$ cat src/rtl/seg7_pkg.sv
// ---------------------------------------------------------------------------
// seg7_pkg
// Shared definitions for reading back a multiplexed 7-segment display bus:
// segment bit positions, the sixteen glyph patterns for hex digits 0..F
// (bit0 = seg1/top .. bit6 = seg7/middle, 1 = lit), and the scan FSM states.
// Ports: none (package).
// ---------------------------------------------------------------------------
package seg7_pkg;

   // Segment bit positions on the shared segment bus.
   localparam int SEG_BIT_A = 0;   // seg1, top
   localparam int SEG_BIT_B = 1;   // seg2
   localparam int SEG_BIT_C = 2;   // seg3
   localparam int SEG_BIT_D = 3;   // seg4
   localparam int SEG_BIT_E = 4;   // seg5
   localparam int SEG_BIT_F = 5;   // seg6
   localparam int SEG_BIT_G = 6;   // seg7, middle
   localparam int SEG_W     = 7;

   // Glyph patterns, seg7..seg1.
   localparam logic [6:0] SEG_0 = 7'h3F;
   localparam logic [6:0] SEG_1 = 7'h06;
   localparam logic [6:0] SEG_2 = 7'h5B;
   localparam logic [6:0] SEG_3 = 7'h4F;
   localparam logic [6:0] SEG_4 = 7'h66;
   localparam logic [6:0] SEG_5 = 7'h6D;
   localparam logic [6:0] SEG_6 = 7'h7D;
   localparam logic [6:0] SEG_7 = 7'h07;
   localparam logic [6:0] SEG_8 = 7'h7F;
   localparam logic [6:0] SEG_9 = 7'h67;
   localparam logic [6:0] SEG_A = 7'h77;
   localparam logic [6:0] SEG_B = 7'h7C;
   localparam logic [6:0] SEG_C = 7'h58;
   localparam logic [6:0] SEG_D = 7'h5E;
   localparam logic [6:0] SEG_E = 7'h79;
   localparam logic [6:0] SEG_F = 7'h71;

   // TRACK: waiting for a stable sample window; HOLD: window accepted,
   // waiting for the bus to change.
   typedef enum logic [0:0] {
      TRACK = 1'b0,
      HOLD  = 1'b1
   } scan_state_e;

endpackage

$ cat src/rtl/seg7_pattern_decode.sv
// ---------------------------------------------------------------------------
// seg7_pattern_decode
// Combinational inverse of the hex->7-segment encoding.
// Ports:
//   seg_i     [6:0] segment pattern, bit0 = top .. bit6 = middle, 1 = lit
//   hit_o           1 when seg_i is one of the sixteen hex glyphs
//   nibble_o  [3:0] decoded hex value (0 when hit_o = 0)
// ---------------------------------------------------------------------------
module seg7_pattern_decode
   import seg7_pkg::*;
(
   input  logic [SEG_W-1:0] seg_i,
   output logic             hit_o,
   output logic [3:0]       nibble_o
);

   // Glyph lookup; anything outside the table is reported as a miss.
   always_comb begin
      hit_o    = 1'b1;
      nibble_o = 4'h0;
      case (seg_i)
         SEG_0:   nibble_o = 4'h0;
         SEG_1:   nibble_o = 4'h1;
         SEG_2:   nibble_o = 4'h2;
         SEG_3:   nibble_o = 4'h3;
         SEG_4:   nibble_o = 4'h4;
         SEG_5:   nibble_o = 4'h5;
         SEG_6:   nibble_o = 4'h6;
         SEG_7:   nibble_o = 4'h7;
         SEG_8:   nibble_o = 4'h8;
         SEG_9:   nibble_o = 4'h9;
         SEG_A:   nibble_o = 4'hA;
         SEG_B:   nibble_o = 4'hB;
         SEG_C:   nibble_o = 4'hC;
         SEG_D:   nibble_o = 4'hD;
         SEG_E:   nibble_o = 4'hE;
         SEG_F:   nibble_o = 4'hF;
         default: begin
            hit_o    = 1'b0;
            nibble_o = 4'h0;
         end
      endcase
   end

endmodule

$ cat src/rtl/seg7_scan_decoder.sv
// ---------------------------------------------------------------------------
// seg7_scan_decoder
// Monitors a multiplexed 7-segment bus and recovers the hex nibble shown on
// each digit. The bus is synchronised, must hold STABLE_CYCLES identical
// samples, and is then accepted exactly once per stable window.
// Ports:
//   clk                      system clock
//   reset_n                  asynchronous active-low reset
//   segments  [6:0]          shared segment lines (1 = lit)
//   digit_sel [DIGITS-1:0]   active-high digit strobes
//   clear                    synchronous clear of valid/err/window tracking
//   hex_out   [4*DIGITS-1:0] nibble i at [4i+3:4i]
//   valid     [DIGITS-1:0]   nibble i holds a decoded digit
//   update                   one-cycle pulse when any nibble is written
//   err                      sticky: unknown glyph or multi-hot strobe seen
// ---------------------------------------------------------------------------
module seg7_scan_decoder
   import seg7_pkg::*;
#(
   parameter int DIGITS        = 4,
   parameter int STABLE_CYCLES = 3
) (
   input  logic                clk,
   input  logic                reset_n,
   input  logic [SEG_W-1:0]    segments,
   input  logic [DIGITS-1:0]   digit_sel,
   input  logic                clear,
   output logic [4*DIGITS-1:0] hex_out,
   output logic [DIGITS-1:0]   valid,
   output logic                update,
   output logic                err
);

   localparam int               CNT_W   = (STABLE_CYCLES > 1) ? $clog2(STABLE_CYCLES) : 1;
   localparam int               SMP_W   = DIGITS + SEG_W;
   localparam logic [CNT_W-1:0] CNT_MAX = CNT_W'(STABLE_CYCLES - 1);

   logic [SMP_W-1:0]    sync1_q;
   logic [SMP_W-1:0]    sync2_q;
   logic [SMP_W-1:0]    prev_q;
   logic [CNT_W-1:0]    cnt_q,    cnt_d;
   scan_state_e         state_q,  state_d;
   logic [4*DIGITS-1:0] hex_q,    hex_d;
   logic [DIGITS-1:0]   valid_q,  valid_d;
   logic                update_q, update_d;
   logic                err_q,    err_d;

   logic                same_s;
   logic [DIGITS-1:0]   sel_s;
   logic [SEG_W-1:0]    seg_s;
   logic                hit_s;
   logic [3:0]          nib_s;
   logic                sel_zero_s;
   logic                sel_onehot_s;
   logic                accept_s;

   // Two-flop synchroniser on the whole bus, plus the previous-sample register
   // used for the stability compare.
   always_ff @(posedge clk or negedge reset_n) begin
      if (!reset_n) begin
         sync1_q <= {SMP_W{1'b0}};
         sync2_q <= {SMP_W{1'b0}};
         prev_q  <= {SMP_W{1'b0}};
      end else begin
         sync1_q <= {digit_sel, segments};
         sync2_q <= sync1_q;
         prev_q  <= sync2_q;
      end
   end

   // When the counter is saturated prev_q holds the value of the whole stable
   // window, so the accepted pattern is taken from prev_q, not sync2_q.
   assign same_s       = (sync2_q == prev_q);
   assign sel_s        = prev_q[SMP_W-1:SEG_W];
   assign seg_s        = prev_q[SEG_W-1:0];
   assign sel_zero_s   = (sel_s == {DIGITS{1'b0}});
   assign sel_onehot_s = !sel_zero_s &&
                         ((sel_s & (sel_s - DIGITS'(1'b1))) == {DIGITS{1'b0}});
   assign accept_s     = (state_q == TRACK) && (cnt_q == CNT_MAX) && !clear;

   seg7_pattern_decode u_decode (
      .seg_i    (seg_s),
      .hit_o    (hit_s),
      .nibble_o (nib_s)
   );

   // Next-state logic: stability counter, scan FSM and per-digit capture.
   always_comb begin
      cnt_d    = cnt_q;
      state_d  = state_q;
      hex_d    = hex_q;
      valid_d  = valid_q;
      update_d = 1'b0;
      err_d    = err_q;
      if (clear) begin
         cnt_d   = {CNT_W{1'b0}};
         state_d = TRACK;
         valid_d = {DIGITS{1'b0}};
         err_d   = 1'b0;
      end else begin
         if (!same_s) begin
            cnt_d = {CNT_W{1'b0}};
         end else if (cnt_q != CNT_MAX) begin
            cnt_d = cnt_q + CNT_W'(1'b1);
         end else begin
            cnt_d = cnt_q;
         end

         // If the bus changes in the acceptance cycle a new window is already
         // starting, so stay in TRACK to accept it too.
         case (state_q)
            TRACK: begin
               if ((cnt_q == CNT_MAX) && same_s) begin
                  state_d = HOLD;
               end else begin
                  state_d = TRACK;
               end
            end
            HOLD: begin
               if (!same_s) begin
                  state_d = TRACK;
               end else begin
                  state_d = HOLD;
               end
            end
            default: state_d = TRACK;
         endcase

         if (accept_s) begin
            if (sel_zero_s) begin
               err_d = err_q;           // blanking interval
            end else if (!sel_onehot_s) begin
               err_d = 1'b1;
            end else begin
               for (int i = 0; i < DIGITS; i++) begin
                  if (sel_s[i]) begin
                     if (hit_s) begin
                        hex_d[4*i +: 4] = nib_s;
                        valid_d[i]      = 1'b1;
                        update_d        = 1'b1;
                     end else begin
                        valid_d[i] = 1'b0;
                        err_d      = 1'b1;
                     end
                  end else begin
                     valid_d[i] = valid_d[i];
                  end
               end
            end
         end else begin
            update_d = 1'b0;
         end
      end
   end

   // State and output registers.
   always_ff @(posedge clk or negedge reset_n) begin
      if (!reset_n) begin
         cnt_q    <= {CNT_W{1'b0}};
         state_q  <= TRACK;
         hex_q    <= {(4*DIGITS){1'b0}};
         valid_q  <= {DIGITS{1'b0}};
         update_q <= 1'b0;
         err_q    <= 1'b0;
      end else begin
         cnt_q    <= cnt_d;
         state_q  <= state_d;
         hex_q    <= hex_d;
         valid_q  <= valid_d;
         update_q <= update_d;
         err_q    <= err_d;
      end
   end

   assign hex_out = hex_q;
   assign valid   = valid_q;
   assign update  = update_q;
   assign err     = err_q;

endmodule

$ cat config.mk
export PLATFORM = sky130hd
export DESIGN_NAME = seg7_scan_decoder
export DESIGN_NICKNAME = d
export VERILOG_FILES = /design/src/rtl/seg7_pkg.sv /design/src/rtl/seg7_pattern_decode.sv /design/src/rtl/seg7_scan_decoder.sv
export SDC_FILE = /design/constraint.sdc
export NUM_CORES = 1
export LEC_CHECK = 0
export ABC_CLOCK_PERIOD_IN_PS = 2420
export CAP_MARGIN = 10
export CORE_MARGIN = 4
export CORE_UTILIZATION = 56
export CTS_BUF_LIST = sky130_fd_sc_hd__clkbuf_8
export DETAILED_ROUTE_END_ITERATION = 8
export GPL_TIMING_DRIVEN = 0
export HOLD_SLACK_MARGIN = 0.08
export MAX_ROUTING_LAYER = met4
export PLACE_DENSITY = 0.93
export SETUP_SLACK_MARGIN = 0.4
export SYNTH_ARGS = -nofsm -noshare
export SYNTH_HDL_FRONTEND = slang
export SYNTH_SLANG_ARGS = --single-unit
$ cat constraint.sdc
create_clock -name clk -period 2.42 [get_ports clk]
set_input_delay 0.484 -clock clk [delete_from_list [all_inputs] [get_ports clk]]
set_output_delay 0.484 -clock clk [all_outputs]
set_load 0.01 [all_outputs]
==> results.json <==
{
  "crit_start": "prev_q[1]",
  "clockRootBuffer": "clkbuf_8",
  "synth_seq_cells": 58,
  "drt_iter0_markers": 139,
  "rows": 24,
  "cts_sinks": 58,
  "synth_edf_count": 0,
  "outcome": "finished, final reports clean",
  "arrival_ns": 2.22,
  "drive_gt1_frac": 0.2529,
  "drv_slew": 0,
  "p_int_uw": 1645,
  "overflow": 0,
  "hold_viol": 0,
  "start_kind": "flip-flop",
  "switching_power_uw": 481.3,
  "wl_um": 5159,
  "cts_tree": "built",
  "grt.total_usage": 0.1966,
  "switching_share": 0.2264,
  "power_density_nw_per_um2": 644.4,
  "path_cells": "buf_6, nand3b_4, a211o_1, o211a_4, and3_4, buf_12, nor2_8, mux2_4",
  "synthTopCellsByArea": "dfrtp_1 (58%), mux2_4 (7.2%), xor2_1 (4.6%), nor2_8 (3.2%), o21ai_0 (2.8%)",
  "worstSetupPathType": "reg2reg",
  "rsz0062_at_grt": "true",
  "hpwl_um": 3336,
  "slowest_stage": "dfrtp_1",
  "setup_slack_ns": 0.4080,
  "fin_crit_ns": 2.012,
  "seq_area_frac_synth": 0.5806,
  "gp_congestion": 0.8840,
  "reg2reg_from": "prev_q[1]",
  "ios": 36,
  "yosysTopAreaCell": "dfrtp_1",
  "clkTransAtPathRegs_ns": 0.06,
  "grt_max_degree": 32,
  "critPathCaptureType": "flip-flop",
  "slew_headroom": 0.5802,
  "diodes": 0,
  "rr_endpoint": "hex_out[11]",
  "route.detailed.drc": 0,
  "p_leak_uw": 0.001524,
  "setup_viol": 0,
  "numCtsBuffers": 9,
  "die_height_um": 74.82,
  "grt_pass1_vias": 1736,
  "synth_cell_type_count": 40,
  "max_stage_delay_ns": 0.40,
  "synth_top_area_share": 0.5806,
  "grt_first_pass_wirelength_um": 7872,
  "fin_tns_setup_ns": 0,
  "postSynthCellCount": 200,
  "fin_crit_sh": 0.8314,
  "portBuffers": 35,
  "die_x_um": 74.82,
  "max_cap_violations": 0,
  "pre_cts_slack_ns": 0.2425,
  "synth.most_common_cell": "dfrtp_1",
  "comb_power_share": 0.083,
  "clock_power_share": 0.439,
  "vias_per_cell": 5.636,
  "cts_max_level": 3,
  "max_freq_mhz": 497.0,
  "synth_common_cells": "dfrtp_1 (58), nor2_1 (17), o21ai_0 (14), xor2_1 (13), mux2_4 (12)",
  "ant_nets": 0,
  "ff2ff_setup_slack_ns": 0.41,
  "seq_power_share": 0.478,
  "cts_hold_buf": 0,
  "ys.flop_type": "dfrtp_1",
  "wl_per_cell_um": 16.48,
  "endpoint": "hex_out[11]",
  "reg2reg_depth": 8,
  "n_fill_cell": 264,
  "syn_avg_cell_area_um2": 12.50,
  "fin_nets": 272,
  "dieArea_um2": 5597,
  "irDropWorstVdd_mv": 0.5625,
  "critPathMaxFanout": 9,
  "syn2layout_area_growth_pct": 31.98,
  "synth_area_um2": 2500,
  "required_ns": 2.63,
  "antenna_found_initial": 0,
  "cts_buffer_depth": 2,
  "finalClockSkew_ns": 0.006058,
  "async_flop_share": 1.000,
  "drt-pass1-iter-count": 4,
  "yosys_warnings": 0,
  "design.core.area_um2": 4324,
  "initial_core_util": 0.5781,
  "dr_total_vias": 1764,
  "hold_class": "in2async",
  "syn-num-nets": 215,
  "insertion_delay_ns": 0.33,
  "worst_slew_pin_slew_ns": 0.6297
}
-- critical path, delay by kind of cell, from the launching register on --
kind | cells | cell delay [ns]
buffers and inverters | 2 | 0.30
muxes | 1 | 0.31
and+or+nand+nor | 3 | 0.45
DFF | 1 | 0.40
AOI/OAI and AO/OA | 2 | 0.43
-- stage by stage --
stage               hold WS (ns)  std cells  power [µW]  instance area [µm²]  utilization
finish                    0.1670        313        2126                 3299       0.7630
global route              0.2204        313        2195                 3299       0.7630
CTS                       0.1756        304        2112                 3164       0.7318
detailed placement        0.3347        288        1179                 2930       0.6777
global placement          0.3321        287        1167                 2915       0.6742
floorplan                 0.1884        200        1113                 2500            -
-- flip-flops by register name (all words and copies together) (netlist names) --
name / count
hex_out: 16
prev_q: 11
sync1_q: 11
sync2_q: 11
valid: 4
cnt_q: 2
err: 1
state_q: 1
update: 1
-- repair_timing --
action,4_1_cts,5_1_grt
endpoints found under the setup margin,12,12
pin swaps,6,0
resized for setup,4,16
hold endpoints to repair,0,0
gates cloned,0,1
setup buffers,1,8
-- how the worst min path moves through the flow --
stage,startpoint,endpoint,slack (ns)
after floorplan,reset_n,cnt_q[0],0.19
after global placement,sync1_q[2],sync2_q[2],0.33
after detailed placement,sync1_q[7],sync2_q[7],0.33
after CTS,reset_n,hex_out[14],0.18
after global routing,reset_n,hex_out[14],0.22
final,reset_n,hex_out[14],0.17
-- cell families (layout without fill, tap and decap cells) --
family | after synthesis | after routing | synth area share
AO/OA/AOI/OAI | 35 | 35 | 0.08559
XOR/XNOR | 16 | 16 | 0.05606
buffers and inverters | 13 | 74 | 0.03403
flip-flops | 58 | 58 | 0.5806
adder cells (fa/ha/maj) | 1 | 1 | 0.005004
multiplexers | 12 | 12 | 0.07207
AND/OR/NAND/NOR | 65 | 65 | 0.1667
-- per-layer routing --
metal  global-route usage  vias to the layer above  share of wire
li1                     -                      814              -
met1               0.2170                      864           0.40
met2               0.3239                       77           0.52
met3              0.04806                        9          0.058
met4               0.1126                        0          0.020
met5                    -                        -              0
-- cell usage in the layout, fill, tap and decap left out, types with 3 or more instances in the layout --
cell,n
a311oi_1,3
a21oi_1,8
nor2_1,15
inv_1,3
nor2_8,4
nor3_1,3
buf_6,3
xor2_1,13
dfrtp_1,58
o21ai_0,14
clkdlybuf4s50_1,34
clkbuf_8,9
nand2_1,9
nor4_1,4
buf_2,3
mux2_4,12
buf_4,10
nand3_1,5
and3_1,3
clkinv_2,3
-- power groups by stage --
stage	clock (µW)	combinational (µW)	sequential [µW]
final	933	176	1020
after global routing	986	190	1020
after global placement	0	138	1030
after CTS	945	152	1010
after detailed placement	0	148	1030
after floorplan	0	86.1	1030
-- area by class of cell --
class                      count  area [µm²]  share of cell area
buffer                        10       88.84             0.02692
clock buffer                   9       123.9             0.03754
clock inverter                 6       82.58             0.02503
inverter                       3       11.26            0.003413
multi-input combinational    129        1039              0.3148
sequential                    58        1451              0.4399
tap                           52       65.06             0.01972
timing repair buffer          46       437.9              0.1327
Power figures use the tool's default switching activity.
